### src/rtl/register_file.sv
// register_file: 32x32 register file with two registered read ports, one write port, bypass, combinational debug port
module register_file #(
  parameter int DATA_WIDTH = 32,
  parameter int ADDR_WIDTH = 5
) (
  input  logic                  clk,
  input  logic                  reset,
  input  logic [ADDR_WIDTH-1:0] read_reg1,
  input  logic [ADDR_WIDTH-1:0] read_reg2,
  input  logic [ADDR_WIDTH-1:0] write_reg,
  input  logic [DATA_WIDTH-1:0] write_data,
  input  logic                  reg_write,
  output logic [DATA_WIDTH-1:0] read_data1,
  output logic [DATA_WIDTH-1:0] read_data2,
  input  logic [ADDR_WIDTH-1:0] debug_reg,
  output logic [DATA_WIDTH-1:0] debug_data
);
  localparam int DEPTH = 2 ** ADDR_WIDTH;
  logic [DATA_WIDTH-1:0] r_regs [DEPTH];
  logic [DATA_WIDTH-1:0] r_rd1, r_rd2;
  logic                  w_we, w_byp1, w_byp2;
  logic [DATA_WIDTH-1:0] w_rd1, w_rd2;
  assign w_we   = reg_write && (write_reg != '0);
  assign w_byp1 = w_we && (write_reg == read_reg1);
  assign w_byp2 = w_we && (write_reg == read_reg2);
  // Operand selection: forward write data on a same-edge hit, index 0 is hardwired zero
  always_comb begin
    w_rd1 = w_byp1 ? write_data : (read_reg1 == '0) ? '0 : r_regs[read_reg1];
    w_rd2 = w_byp2 ? write_data : (read_reg2 == '0) ? '0 : r_regs[read_reg2];
  end
  // Register array and operand registers; reset wins over any write in the same cycle
  always_ff @(posedge clk) begin
    if (reset) begin
      for (int i = 0; i < DEPTH; i++) r_regs[i] <= '0;
      r_rd1 <= '0;
      r_rd2 <= '0;
    end else begin
      if (w_we) r_regs[write_reg] <= write_data;
      r_rd1 <= w_rd1;
      r_rd2 <= w_rd2;
    end
  end
  assign read_data1 = r_rd1;
  assign read_data2 = r_rd2;
  assign debug_data = (debug_reg == '0) ? '0 : r_regs[debug_reg];
endmodule

### config.mk
export PLATFORM = sky130hd
export DESIGN_NAME = register_file
export DESIGN_NICKNAME = d
export VERILOG_FILES = /design/src/rtl/register_file.sv
export SDC_FILE = /design/constraint.sdc
export NUM_CORES = 2
export LEC_CHECK = 0
export CAP_MARGIN = 20
export CORE_ASPECT_RATIO = 1.4
export CORE_MARGIN = 10
export CORE_UTILIZATION = 45
export CTS_CLUSTER_SIZE = 40
export DETAILED_ROUTE_END_ITERATION = 12
export PLACE_DENSITY = 0.68
export SYNTH_ARGS = -nofsm -noshare
export SYNTH_HDL_FRONTEND = slang
export SYNTH_SLANG_ARGS = --single-unit
### constraint.sdc
create_clock -name clk -period 4 [get_ports clk]
set_input_delay 1 -clock clk [delete_from_list [all_inputs] [get_ports clk]]
set_output_delay 1 -clock clk [all_outputs]
set_load 0.05 [all_outputs]
# ---- Word level (Yosys, flattened, before mapping)
# Memories as Yosys holds them, arrays and structs flattened.
# Index checks and enable logic that the tools add are counted.
dict set report word_totals {
  register_bits 64
  ramBits 1024
  inputBits 55
  wordCells 26
  n_memories 1
}
# memory words width rd rd_ports_with_merged_regs wr line
set memory_table {}
lappend memory_table {r_regs 32 32 3 0 32 19} ;# logic [DATA_WIDTH-1:0] r_regs [DEPTH];
dict set report op_classes {
  eq_ne 2
  mux 13
  n_reduce_logical 8
}
# op count
set op_table {}
lappend op_table {{32-bit 2-to-1 mux} 6}
lappend op_table {{32-bit OR reduction} 1}
lappend op_table {{5-bit zero test} 3}
lappend op_table {{5-bit equality test} 2}
lappend op_table {{1-bit 2-to-1 mux} 6}
lappend op_table {{5-bit 2-to-1 mux} 1}
lappend op_table {{5-bit nonzero test} 1}
lappend op_table {{1-bit logical AND} 3}

# ---- Depth between registers and ports, before layout
dict set report depth {
  ltp_word 7
  depth_mapped 9
  ltp_nobuf 5
}

# ---- Worst setup path after synthesis
# Ideal clock, no wire load.
dict set report synth_path {
  path_type {input to output}
  start {in debug_reg[0]}
  end {out debug_data[10]}
  arrival_ns 3.062
  required_time_ns 3.000
  setup_slack_ns -0.062
  cell_stages 7
  path_buffers 3
  cell_sequence {clkbuf_1 -> clkbuf_1 -> buf_2 -> mux4_2 -> mux4_2 -> nand2_1 -> o21ai_1}
}
dict set report synth_between {
  elab_chain_cells 2
}
# element line
set synth_rtl {}
lappend synth_rtl {{from (decl)} 15} ;# input logic [ADDR_WIDTH-1:0] debug_reg,
lappend synth_rtl {{memory 32 x 32 bit / 5-bit zero test (equally long branches)} -}
lappend synth_rtl {{32-bit 2-to-1 mux (*)} 45} ;# assign debug_data = (debug_reg == '0) ? '0 : r_regs[debug_reg];
lappend synth_rtl {{to (decl)} 16} ;# output logic [DATA_WIDTH-1:0] debug_data
# Every way passes the cells marked *; elsewhere a longest branch is shown, timed or not.

# ---- Worst setup path in the final report
dict set report layout_path {
  start {in debug_reg[0]}
  end {out debug_data[31]}
}
# The elaborated chain is that of the path after synthesis.

==> results.py <==
metrics = {
    "run_status": {
        "status": "complete, but fails checks",
        "violations": "negative setup slack",
    },
    "place": {
        "portBuffers": 150,
        "gp_congestion": 0.9439,
        "placed_area_um2": 70290,
        "pre_cts_ws_ns": -0.06873,
        "hpwl_um": 150400,
    },
    "power_and_ir_drop": {
        "p_leak_nw": 25.70,
        "peakVddDrop_mv": 0.4378,
        "powerDensity_nw_per_um2": 395.0,
    },
    "yosys": {
        "synth_top_family_by_area": "multiplexers",
        "synth_warnings": 0,
        "synth-simple-area-share": 0.1147,
        "ys_ff_latch": 1088,
        "synth_fa_ha_area_frac": 0,
        "synth_edf_count": 1024,
        "ys.flop_type": "edfxtp_1",
        "synthArstFlopShare": 0,
        "syn_inst": 4306,
        "synth_xor_area_frac": 0.001357,
        "syn-cell-area_um2": 64520,
        "synth_area_per_cell_um2": 14.98,
        "ys_seq_area_frac": 0.4965,
        "synth_compound_area_frac": 0.05337,
        "synthMuxAreaShare": 0.2993,
        "ys_types": 46,
    },
    "job": {
        "max_cap_violations": 0,
    },
    "die": {
        "num_rows": 164,
        "die_h_um": 468.0,
        "start_util": 0.4524,
        "dieArea_um2": 159100,
        "io_pins": 151,
        "core_um2": 142600,
        "die_w_um": 340.0,
    },
    "routing": {
        "drt_iter0_drc": 7574,
        "drt_wl_total_um": 248900,
        "wire_per_inst_um": 38.82,
        "drtAntennaViolNets": 0,
        "num_vias": 45802,
        "drcViolationCount": 0,
        "routed_via_density": 7.144,
        "dr.pass1.iters": 7,
    },
    "clock_tree": {
        "clkLatencyLatePin_ns": 0.78,
        "cts_sinks": 1088,
        "cts_tree": "done",
        "root_buffer": "clkbuf_16",
        "htreeDepth": 3,
        "clk_pin_slew_ns": 0.06,
        "hold_buffers": 0,
        "clockBufferDepth": 3,
        "cts_buffers": 103,
    },
    "grt": {
        "grt_pass1_vias": 45590,
        "grt_overflow": 0,
        "grt_pass1_wl_um": 346400,
        "grtUsageTotal": 0.3069,
        "antenna_found_initial": 36,
        "grt_max_degree": 105,
    },
    "min_path": {
        "hold_depth": 4,
        "worst_hold_path_type": "flop to flop",
    },
    "timing": {
        "slew_viol_final": 0,
        "setup_violations": 9,
        "period_minus_slack_ns": 4.043,
        "final.setup.tns_ns": -0.1741,
        "hold_ws_ns": 0.9201,
        "hold_violations": 0,
        "fin_ws_ns": -0.04322,
        "clock_skew_ns": 0.02874,
        "fmax_ghz": 0.2473,
        "tightest_slew_ns": 1.124,
        "timing.slew.headroom": 0.2483,
        "timing.final.crit_share": 1.011,
        "rsz0062_at_grt": "yes",
    },
    "setup_path": {
        "r2r_start": "r_regs[3][28]",
        "r2r_slack_ns": 1.92,
        "critPathMaxStageDelay_ns": 0.53,
        "cp-endpoint": "debug_data[31]",
        "path_buf_inv": 4,
        "critical_path.top_delay_family": "multiplexers",
        "cp_max_fo": 8,
        "crit_path_end_kind": "output pin",
        "arrival_ns": 3.04,
        "cp_slowest_cell": "mux4_2",
        "r2r_end": "read_data2[28]",
        "start_kind": "input pin",
        "cp_data_required_time_ns": 3.00,
        "startpoint": "debug_reg[0]",
        "critPathKind": "input pin to output pin",
        "worstSetupPathDepth": 8,
        "crit_top_cell": "mux4_2",
        "rr_worst_depth": 5,
        "crit_chain": "buf_12, bufbuf_16, buf_4, mux4_2, mux4_2, nand2_1, o21ai_2, buf_6",
    },
    "finish": {
        "final_common_cell": "edfxtp_1",
        "area_delta_synth_final_pct": 14.95,
        "drive_above_1_share": 0.3070,
        "nets": 4452,
        "finalInstanceArea_um2": 74160,
        "final_cell_mix": "1,024 x edfxtp_1, 993 x and2_1, 757 x mux4_2",
    },
}
==> timing repair <==
| item | in CTS | in global routing |
|---|---|---|
| gates resized for setup | 12 | 9 |
| setup buffers | 0 | 17 |
| gates cloned | 1 | 0 |
| setup endpoints to repair | 15 | 21 |
==> worst min-delay path: stages, from the launching register on <==
cell and delay, ns:
edfxtp_1 0.36, mux4_2 0.23, nand2_1 0.05, o21ai_1 0.07, a221o_1 0.17
==> per-layer routing <==
layer | vias to the layer above | global-route usage | wire length (µm) | part of all wire
met3 | 1071 | 0.08735 | 32200 | 0.13
met4 | 28 | 0.2242 | 20670 | 0.083
met5 | - | 0 | 210 | 0.00084
met2 | 4165 | 0.4705 | 113400 | 0.46
li1 | 17252 | - | - | -
met1 | 23286 | 0.3699 | 82420 | 0.33
==> state kept, by name, summed over array words and instances, names as in the netlist <==
name and count:
r_regs 1024, read_data1 32, read_data2 32
==> power breakdown <==
group / internal, W / switching (W)
Clock: 0.00579 / 0.00465
Sequential: 0.0131 / 0.000525
Combinational: 0.00228 / 0.00292
==> Yosys cell counts, types with 16 or more instances <==
cell type	count	area, µm²
clkbuf_1	318	1194
nand3_1	18	90.09
buf_4	16	120.1
o21ai_0	36	180.2
or2_2	24	150.1
a22oi_1	47	352.8
a21oi_1	61	305.3
nand2_1	51	191.4
buf_1	26	97.59
nor2b_1	67	419.2
a221o_1	23	230.2
nor2_1	36	135.1
edfxtp_1	1024	30750
a211o_1	42	367.9
a211oi_1	129	968.4
a221oi_1	76	665.6
and2_1	994	6218
inv_1	36	135.1
mux4_2	757	17050
dfxtp_1	64	1281
o21ai_1	48	240.2
mux2i_1	226	2262
buf_2	125	625.6
==> layout make-up <==
type                       instances  area (µm²)
clock inverter                    64       714.4
antenna                           17       42.54
fill                           11596       68450
clock buffer                     129        2778
inverter                          37       141.4
timing repair buffer             446        5276
multi-input combinational       2721       30790
tap                             1909        2389
sequential                      1088       32030
==> kinds of logic (layout without fill, tap and decap cells) <==
logic type | count (synthesis) | count (layout)
compound gates | 478 | 478
xor+xnor | 10 | 10
buf+inv | 528 | 676
flops | 1088 | 1088
mux | 983 | 983
other cells | 1 | 49
simple gates | 1218 | 1218
==> how the worst min path moves through the flow <==
stage | slack [ns] | to | from
after global placement | 0.89 | read_data1[1] | r_regs[29][1]
after floorplan | 0.80 | read_data1[9] | r_regs[28][9]
final | 0.92 | read_data1[1] | r_regs[24][1]
after detailed placement | 0.90 | read_data1[1] | r_regs[24][1]
after global routing | 0.94 | r_regs[0][28] | reset
after CTS | 0.91 | read_data1[1] | r_regs[24][1]
==> metrics by stage <==
stage          utilization  std cells  total power, W
2_1_floorplan            -       4337         0.01689
3_3_place_gp        0.4928       6177         0.01884
3_5_place_dp        0.4929       6178         0.01891
4_1_cts             0.5179       6372         0.02915
5_1_grt             0.5198       6398         0.02991
6_report            0.5200       6411         0.02929
(Power assumes the default switching activity.)
